## config.mk

```make
export PLATFORM = sky130hd
export DESIGN_NAME = wb_port_arbiter
export DESIGN_NICKNAME = d
export VERILOG_FILES = /design/src/rtl/wb_arb_pkg.sv /design/src/rtl/rr_mask_pick.sv /design/src/rtl/wb_port_arbiter.sv
export SDC_FILE = /design/constraint.sdc
export NUM_CORES = 2
export LEC_CHECK = 0
export BUFFER_PORTS_ARGS = -buffer_cell sky130_fd_sc_hd__buf_2
export CAP_MARGIN = 0
export CORE_AREA = 3 3 277 279
export DETAILED_ROUTE_END_ITERATION = 8
export DIE_AREA = 0 0 280 282
export MAX_ROUTING_LAYER = met4
export PLACE_DENSITY_LB_ADDON = 0.08
export SYNTH_ARGS = -nofsm -noshare
export SYNTH_HDL_FRONTEND = slang
export SYNTH_HIERARCHICAL = 1
export SYNTH_SLANG_ARGS = --single-unit
export TNS_END_PERCENT = 100
```

## constraint.sdc

```tcl
create_clock -name clk -period 15.9 [get_ports clk]
set_input_delay 0 -clock clk [delete_from_list [all_inputs] [get_ports clk]]
set_output_delay 0 -clock clk [all_outputs]
set_load 0.1 [all_outputs]
```

## src/rtl/wb_arb_pkg.sv

```systemverilog
// Shared constants and record types for the writeback port arbiter.
package wb_arb_pkg;

    localparam int NUM_WPORTS = 4;
    localparam int WB_AW      = 6;
    localparam int WB_DW      = 64;

    localparam logic [WB_AW-1:0] HILO_ADDR = 6'd32;
    localparam logic [WB_AW-1:0] ZERO_ADDR = 6'd0;

    typedef struct packed {
        logic [WB_AW-1:0] addr;
        logic [WB_DW-1:0] data;
    } wb_req_t;

    typedef struct packed {
        logic             we;
        logic [WB_AW-1:0] addr;
        logic [WB_DW-1:0] data;
    } wb_port_t;

endpackage

```

## src/rtl/rr_mask_pick.sv

```systemverilog
// Rotating first-set finder: the lowest set bit of req_i at or after ptr_i, wrapping modulo N.
// Purely combinational; returns a one-hot mask and the matching index.
module rr_mask_pick #(
    parameter int N  = 6,
    parameter int PW = 3
) (
    input  logic [N-1:0]  req_i,
    input  logic [PW-1:0] ptr_i,
    output logic          found_o,
    output logic [N-1:0]  onehot_o,
    output logic [PW-1:0] idx_o
);

    int j;

    always_comb begin
        found_o  = 1'b0;
        onehot_o = '0;
        idx_o    = '0;
        j        = 0;
        // Walk the rotation backwards so the last hit is the first in order.
        for (int k = N - 1; k >= 0; k--) begin
            j = (int'(ptr_i) + k) % N;
            if (req_i[j]) begin
                found_o     = 1'b1;
                onehot_o    = '0;
                onehot_o[j] = 1'b1;
                idx_o       = PW'(j);
            end
        end
    end

endmodule

```

## src/rtl/wb_port_arbiter.sv

```systemverilog
// Round-robin arbiter granting up to four register-file writes per cycle from NUM_REQ writeback sources.
// Optional WB_ARB_PERF_EN adds per-port write counters and a stall-cycle counter.
module wb_port_arbiter
    import wb_arb_pkg::*;
#(
    parameter int NUM_REQ = 6,
    parameter int AW      = WB_AW,
    parameter int DW      = WB_DW
) (
    input  logic                    clk,
    input  logic                    rst,
    input  logic                    flush,
    input  logic [NUM_REQ-1:0]      req_valid,
    input  logic [NUM_REQ*AW-1:0]   req_addr,
    input  logic [NUM_REQ*DW-1:0]   req_data,
    output logic [NUM_REQ-1:0]      req_ready,
    output logic [NUM_WPORTS-1:0]   we,
    output logic [NUM_WPORTS*AW-1:0] waddr,
    output logic [NUM_WPORTS*DW-1:0] wdata
`ifdef WB_ARB_PERF_EN
    ,
    output logic [NUM_WPORTS*32-1:0] perf_wr_cnt,
    output logic [31:0]              perf_stall_cnt
`endif
);

    localparam int PW = (NUM_REQ > 1) ? $clog2(NUM_REQ) : 1;
    localparam logic [DW-1:0] GPR_MASK = DW'(32'hFFFF_FFFF);

    wb_req_t              req_s [NUM_REQ];
    logic [NUM_REQ-1:0]   cand;
    logic [PW-1:0]        rr_ptr_q, rr_ptr_d;
    wb_port_t             port_q [NUM_WPORTS];
    wb_port_t             port_d [NUM_WPORTS];
    logic [NUM_WPORTS-1:0] pick_found;
    logic [PW-1:0]        pick_idx [NUM_WPORTS];

    always_comb begin
        for (int i = 0; i < NUM_REQ; i++) begin
            req_s[i].addr = req_addr[i*AW +: AW];
            req_s[i].data = req_data[i*DW +: DW];
            cand[i]       = req_valid[i] && (req_addr[i*AW +: AW] != ZERO_ADDR);
        end
    end

    // Each stage excludes earlier picks and any request sharing an address with
    // them; this also limits HI/LO to a single grant since they share addr 32.
    for (genvar s = 0; s < NUM_WPORTS; s++) begin : g_stage
        logic [NUM_REQ-1:0] taken;
        logic [NUM_REQ-1:0] elig;
        logic [NUM_REQ-1:0] oh;
        logic [NUM_REQ-1:0] taken_out;
        logic               found;
        logic [PW-1:0]      idx;

        if (s == 0) begin : g_first
            assign taken = '0;
        end else begin : g_next
            assign taken = g_stage[s-1].taken_out;
        end

        always_comb begin
            elig = '0;
            for (int i = 0; i < NUM_REQ; i++) begin
                elig[i] = cand[i] & ~taken[i];
                for (int k = 0; k < NUM_REQ; k++) begin
                    if (taken[k] && (req_s[k].addr == req_s[i].addr)) begin
                        elig[i] = 1'b0;
                    end
                end
            end
        end

        rr_mask_pick #(
            .N  (NUM_REQ),
            .PW (PW)
        ) u_pick (
            .req_i    (elig),
            .ptr_i    (rr_ptr_q),
            .found_o  (found),
            .onehot_o (oh),
            .idx_o    (idx)
        );

        assign taken_out     = taken | (found ? oh : '0);
        assign pick_found[s] = found;
        assign pick_idx[s]   = idx;
    end

    int gcnt;
    int p;

    always_comb begin
        for (int q = 0; q < NUM_WPORTS; q++) begin
            port_d[q]    = port_q[q];
            port_d[q].we = 1'b0;
        end
        req_ready = '0;
        rr_ptr_d  = rr_ptr_q;
        gcnt      = 0;
        p         = 0;
        if (!rst && !flush) begin
            for (int i = 0; i < NUM_REQ; i++) begin
                if (req_valid[i] && (req_s[i].addr == ZERO_ADDR)) begin
                    req_ready[i] = 1'b1;
                end
            end
            // GPR grants fill ports 1,2,3 and fall back to port 0 last.
            for (int s = 0; s < NUM_WPORTS; s++) begin
                if (pick_found[s]) begin
                    req_ready[pick_idx[s]] = 1'b1;
                    if (req_s[pick_idx[s]].addr == HILO_ADDR) begin
                        p = 0;
                    end else begin
                        p    = (gcnt == NUM_WPORTS - 1) ? 0 : gcnt + 1;
                        gcnt = gcnt + 1;
                    end
                    port_d[p].we   = 1'b1;
                    port_d[p].addr = req_s[pick_idx[s]].addr;
                    port_d[p].data = (p == 0) ? req_s[pick_idx[s]].data
                                              : (req_s[pick_idx[s]].data & GPR_MASK);
                    rr_ptr_d = (pick_idx[s] == PW'(NUM_REQ - 1)) ? '0 : pick_idx[s] + 1'b1;
                end
            end
        end
    end

    always_ff @(posedge clk) begin
        if (rst) begin
            rr_ptr_q <= '0;
            for (int q = 0; q < NUM_WPORTS; q++) begin
                port_q[q] <= '0;
            end
        end else begin
            rr_ptr_q <= rr_ptr_d;
            for (int q = 0; q < NUM_WPORTS; q++) begin
                port_q[q] <= port_d[q];
            end
        end
    end

    always_comb begin
        for (int q = 0; q < NUM_WPORTS; q++) begin
            we[q]               = port_q[q].we;
            waddr[q*AW +: AW]   = port_q[q].addr;
            wdata[q*DW +: DW]   = port_q[q].data;
        end
    end

`ifdef WB_ARB_PERF_EN
    logic [31:0] perf_wr_q [NUM_WPORTS];
    logic [31:0] perf_stall_q;

    always_ff @(posedge clk) begin
        if (rst) begin
            perf_stall_q <= '0;
            for (int q = 0; q < NUM_WPORTS; q++) begin
                perf_wr_q[q] <= '0;
            end
        end else begin
            for (int q = 0; q < NUM_WPORTS; q++) begin
                if (port_q[q].we) begin
                    perf_wr_q[q] <= perf_wr_q[q] + 32'd1;
                end
            end
            if (!flush && |(req_valid & ~req_ready)) begin
                perf_stall_q <= perf_stall_q + 32'd1;
            end
        end
    end

    always_comb begin
        for (int q = 0; q < NUM_WPORTS; q++) begin
            perf_wr_cnt[q*32 +: 32] = perf_wr_q[q];
        end
    end
    assign perf_stall_cnt = perf_stall_q;
`endif

endmodule

```

==> implementation parameters <==
Parameter                              Value

Placed design
  Count of buffers inserted at the top-level ports ... 718
  Placement Setup Slack ... about 0.89 ns
  Total half-perimeter wirelength after legalization and detailed placement ... 121 mm
  Placer's final routability congestion estimate ... ~1.0
  Number of placed instances with taps included ... about 6k

Worst setup path
  Critical path's largest stage delay ... between 0.6 and 0.7 ns
  Kind of capture point of the worst setup path ... register
  Cell repeated most along the worst path ... sky130_fd_sc_hd__nand2_1
  Worst Path Arrival ... around 15 ns
  Classification of the worst setup path ... register to register
  Slowest stage cell on the critical path ... sky130_fd_sc_hd__dlygate4sd3_1
  Critical-path maximum fanout ... 19
  Data required time of the critical path ... 16.40 ns
  Critical path launch point type ... register

Detailed routing
  Mean routed wirelength per cell ... roughly 28 µm
  Ratio of routed vias to standard cells ... between 6 and 7
  Met2 wire len ... 77.0 mm
  Max layer used ... met4
  Post-detailed-route DRC marker count ... 0
  Detailed-route wire length ... roughly 180 mm
  Wl on met1 ... between 60 and 70 mm
  Post-route ant nets ... 0
  Via count ... approximately 43k
  Number of DRC violations after detailed-routing iteration 0 ... approximately 5.4k
  Total met3 wirelength after detailed routing ... about 19 mm
  Number of iterations in the first detailed-routing pass ... 8

Timing
  Tcrit/Tclk final ... a little over 90%
  Setup TNS after final layout ... 0 ns
  Setup repair after global routing missed its margin ... false
  Relative slew slack ... between 10% and 20%
  Least-Margin Pin Slew ... roughly 1.2 ns
  Worst-case setup margin in the final layout ... between 1 and 1.5 ns
  Clock period minus final worst setup slack ... 14.86 ns
  Post-Route Hold Slack ... between 0.004 and 0.005 ns
  Hold violation total from the final report ... 0
  Clock skew ... between 0.03 and 0.04 ns
  Final number of max-transition violations ... 0
  Setup violation total in the final timing report ... 0
  Highest clock frequency the design can meet ... around 0.067 GHz

Synth
  Post-synthesis net count ... between 5k and 6k
  Cells after synthesis ... between 4k and 5k
  Combined area of all synthesized cells ... 37600 µm²
  Number of warnings reported in the yosys synthesis log ... 6
  Post-Synthesis Mean Instance Area ... 8.18 µm²

Run
  Count of max-cap constraint violations ... 0

Floorplan
  Initial core utilization ... ~50%
  Std-Cell Core Area ... 74400 µm²
  Die X-Extent ... 280 µm
  Die Span Y ... about 280 µm
  Cell row count ... 100
  Total die area ... just under 80000 µm²
  Number of I/O pins ... approximately 720

Finish
  Fraction of layout cells with a size suffix above 1 ... approximately 28%
  Number of standard cells in the layout, taps in and fillers out ... approximately 6k
  Layout Area Growth over Synthesis ... 18.5%
  Total of fill cells in the finished design ... between 6k and 7k
  Storage cell area ... 5750 µm²
  Number of nets in the final layout ... between 5k and 6k
  Area taken by multi-input logic gates ... 29400 µm²

Clocking
  Sinks on the clock net ... between 200 and 300
  Clock insertion delay at the later pin of the skew report ... a little over 0.6 ns
  Clk pin slew, worst setup/hold paths ... about 0.06 ns
  Clock tree from TritonCTS ... done
  Cts bufs inserted ... 38
  Root buffer cell ... sky130_fd_sc_hd__clkbuf_16
  H-tree levels ... 2
  CTS max path bufs ... 3

Status
  Result of the run ... finished, final reports clean

GRT
  Pin count of the biggest net entering global routing ... roughly 120
  Global-route wire length before repair ... roughly 260 mm
  Sum of overflow across all layers after global routing ... 0
  Vias in the first global route ... approximately 40k
  Number of antenna violations at the first check in global routing ... 48
  Total global routing track utilization ... a little over two fifths

Min path
  Type of the most critical hold path ... primary input to register
## state kept, by name (all words and copies together), names as in the netlist
signal    cells
rr_ptr_q      3
port_q      284
## critical path: cells and delay by family, from the launching register on
kind,cells,cell delay (ns)
adder cells (fa/ha/maj),2,0.68
AND/OR/NAND/NOR,22,4.89
multiplexers,5,2.07
XOR/XNOR,1,0.31
buffers and inverters,6,1.79
flip-flops,1,0.36
AO/OA/AOI/OAI,20,4.63
## path summary, 6_finish.rpt
path	from	endpoint	slack, ns	cells past startpoint
worst max register to register	rr_ptr_q[0]$_SDFFE_PP0P_	port_q[2][2]$_SDFFE_PP0P_	1.04	56
worst min register to register	port_q[2][52]$_SDFFE_PP0P_	port_q[2][52]$_SDFFE_PP0P_	0.45	1
worst max-delay path	rr_ptr_q[0]$_SDFFE_PP0P_	port_q[2][2]$_SDFFE_PP0P_	1.04	56
worst min-delay path	req_data[97]	port_q[1][33]$_SDFFE_PP0P_	0.005	4
## routing by layer
layer	global-route usage [%]	vias to the layer above
met4	28.0	0
met3	9.97	718
met5	-	-
met1	53.5	20600
li1	-	18700
met2	65.1	3006
## area by class of cell
type / count / area share, %
flip-flops and latches: 287 / 12.9
repair buffers: 955 / 13.1
multi-input cells: 3638 / 66.1
inverters: 208 / 1.76
clock inverters: 23 / 0.838
clock buffers: 47 / 2.32
diodes: 48 / 0.270
well taps: 969 / 2.72
## per-stage QoR
stage	instance area (µm²)	utilization (%)
floorplan	37600	-
global placement	41700	56.1
detailed placement	41700	56.1
CTS	44300	59.5
global route	44500	59.8
finish	44500	59.8
## layout by cell type (no fill, tap or decap), drive strengths merged, types with 40 or more instances in the layout
cell type / count
inv: 204
nor3: 115
a21oi: 320
o21ai: 257
a22oi: 84
mux4: 268
a31oi: 47
nand3: 87
buf: 844
diode: 48
or3: 53
a211oi: 100
dfxtp: 287
o2bb2ai: 70
o311ai: 40
and2: 93
ha: 80
nor2: 356
clkbuf: 47
xor2: 46
dlygate4sd3: 111
mux2i: 338
xnor2: 59
o221ai: 63
mux2: 113
o22ai: 107
nand2: 382
## repair_timing
| action | 4_1_cts | 5_1_grt |
|---|---|---|
| gates resized for setup | 0 | 12 |
| setup buffers | 0 | 7 |
| hold buffers | 111 | 0 |
| hold endpoints to repair | 81 | 0 |
| endpoints found under the setup margin | 0 | 290 |
Power is left out: the tool's default activity adds up to more than one toggle a clock period on the data nets, which glitch-free logic cannot reach.
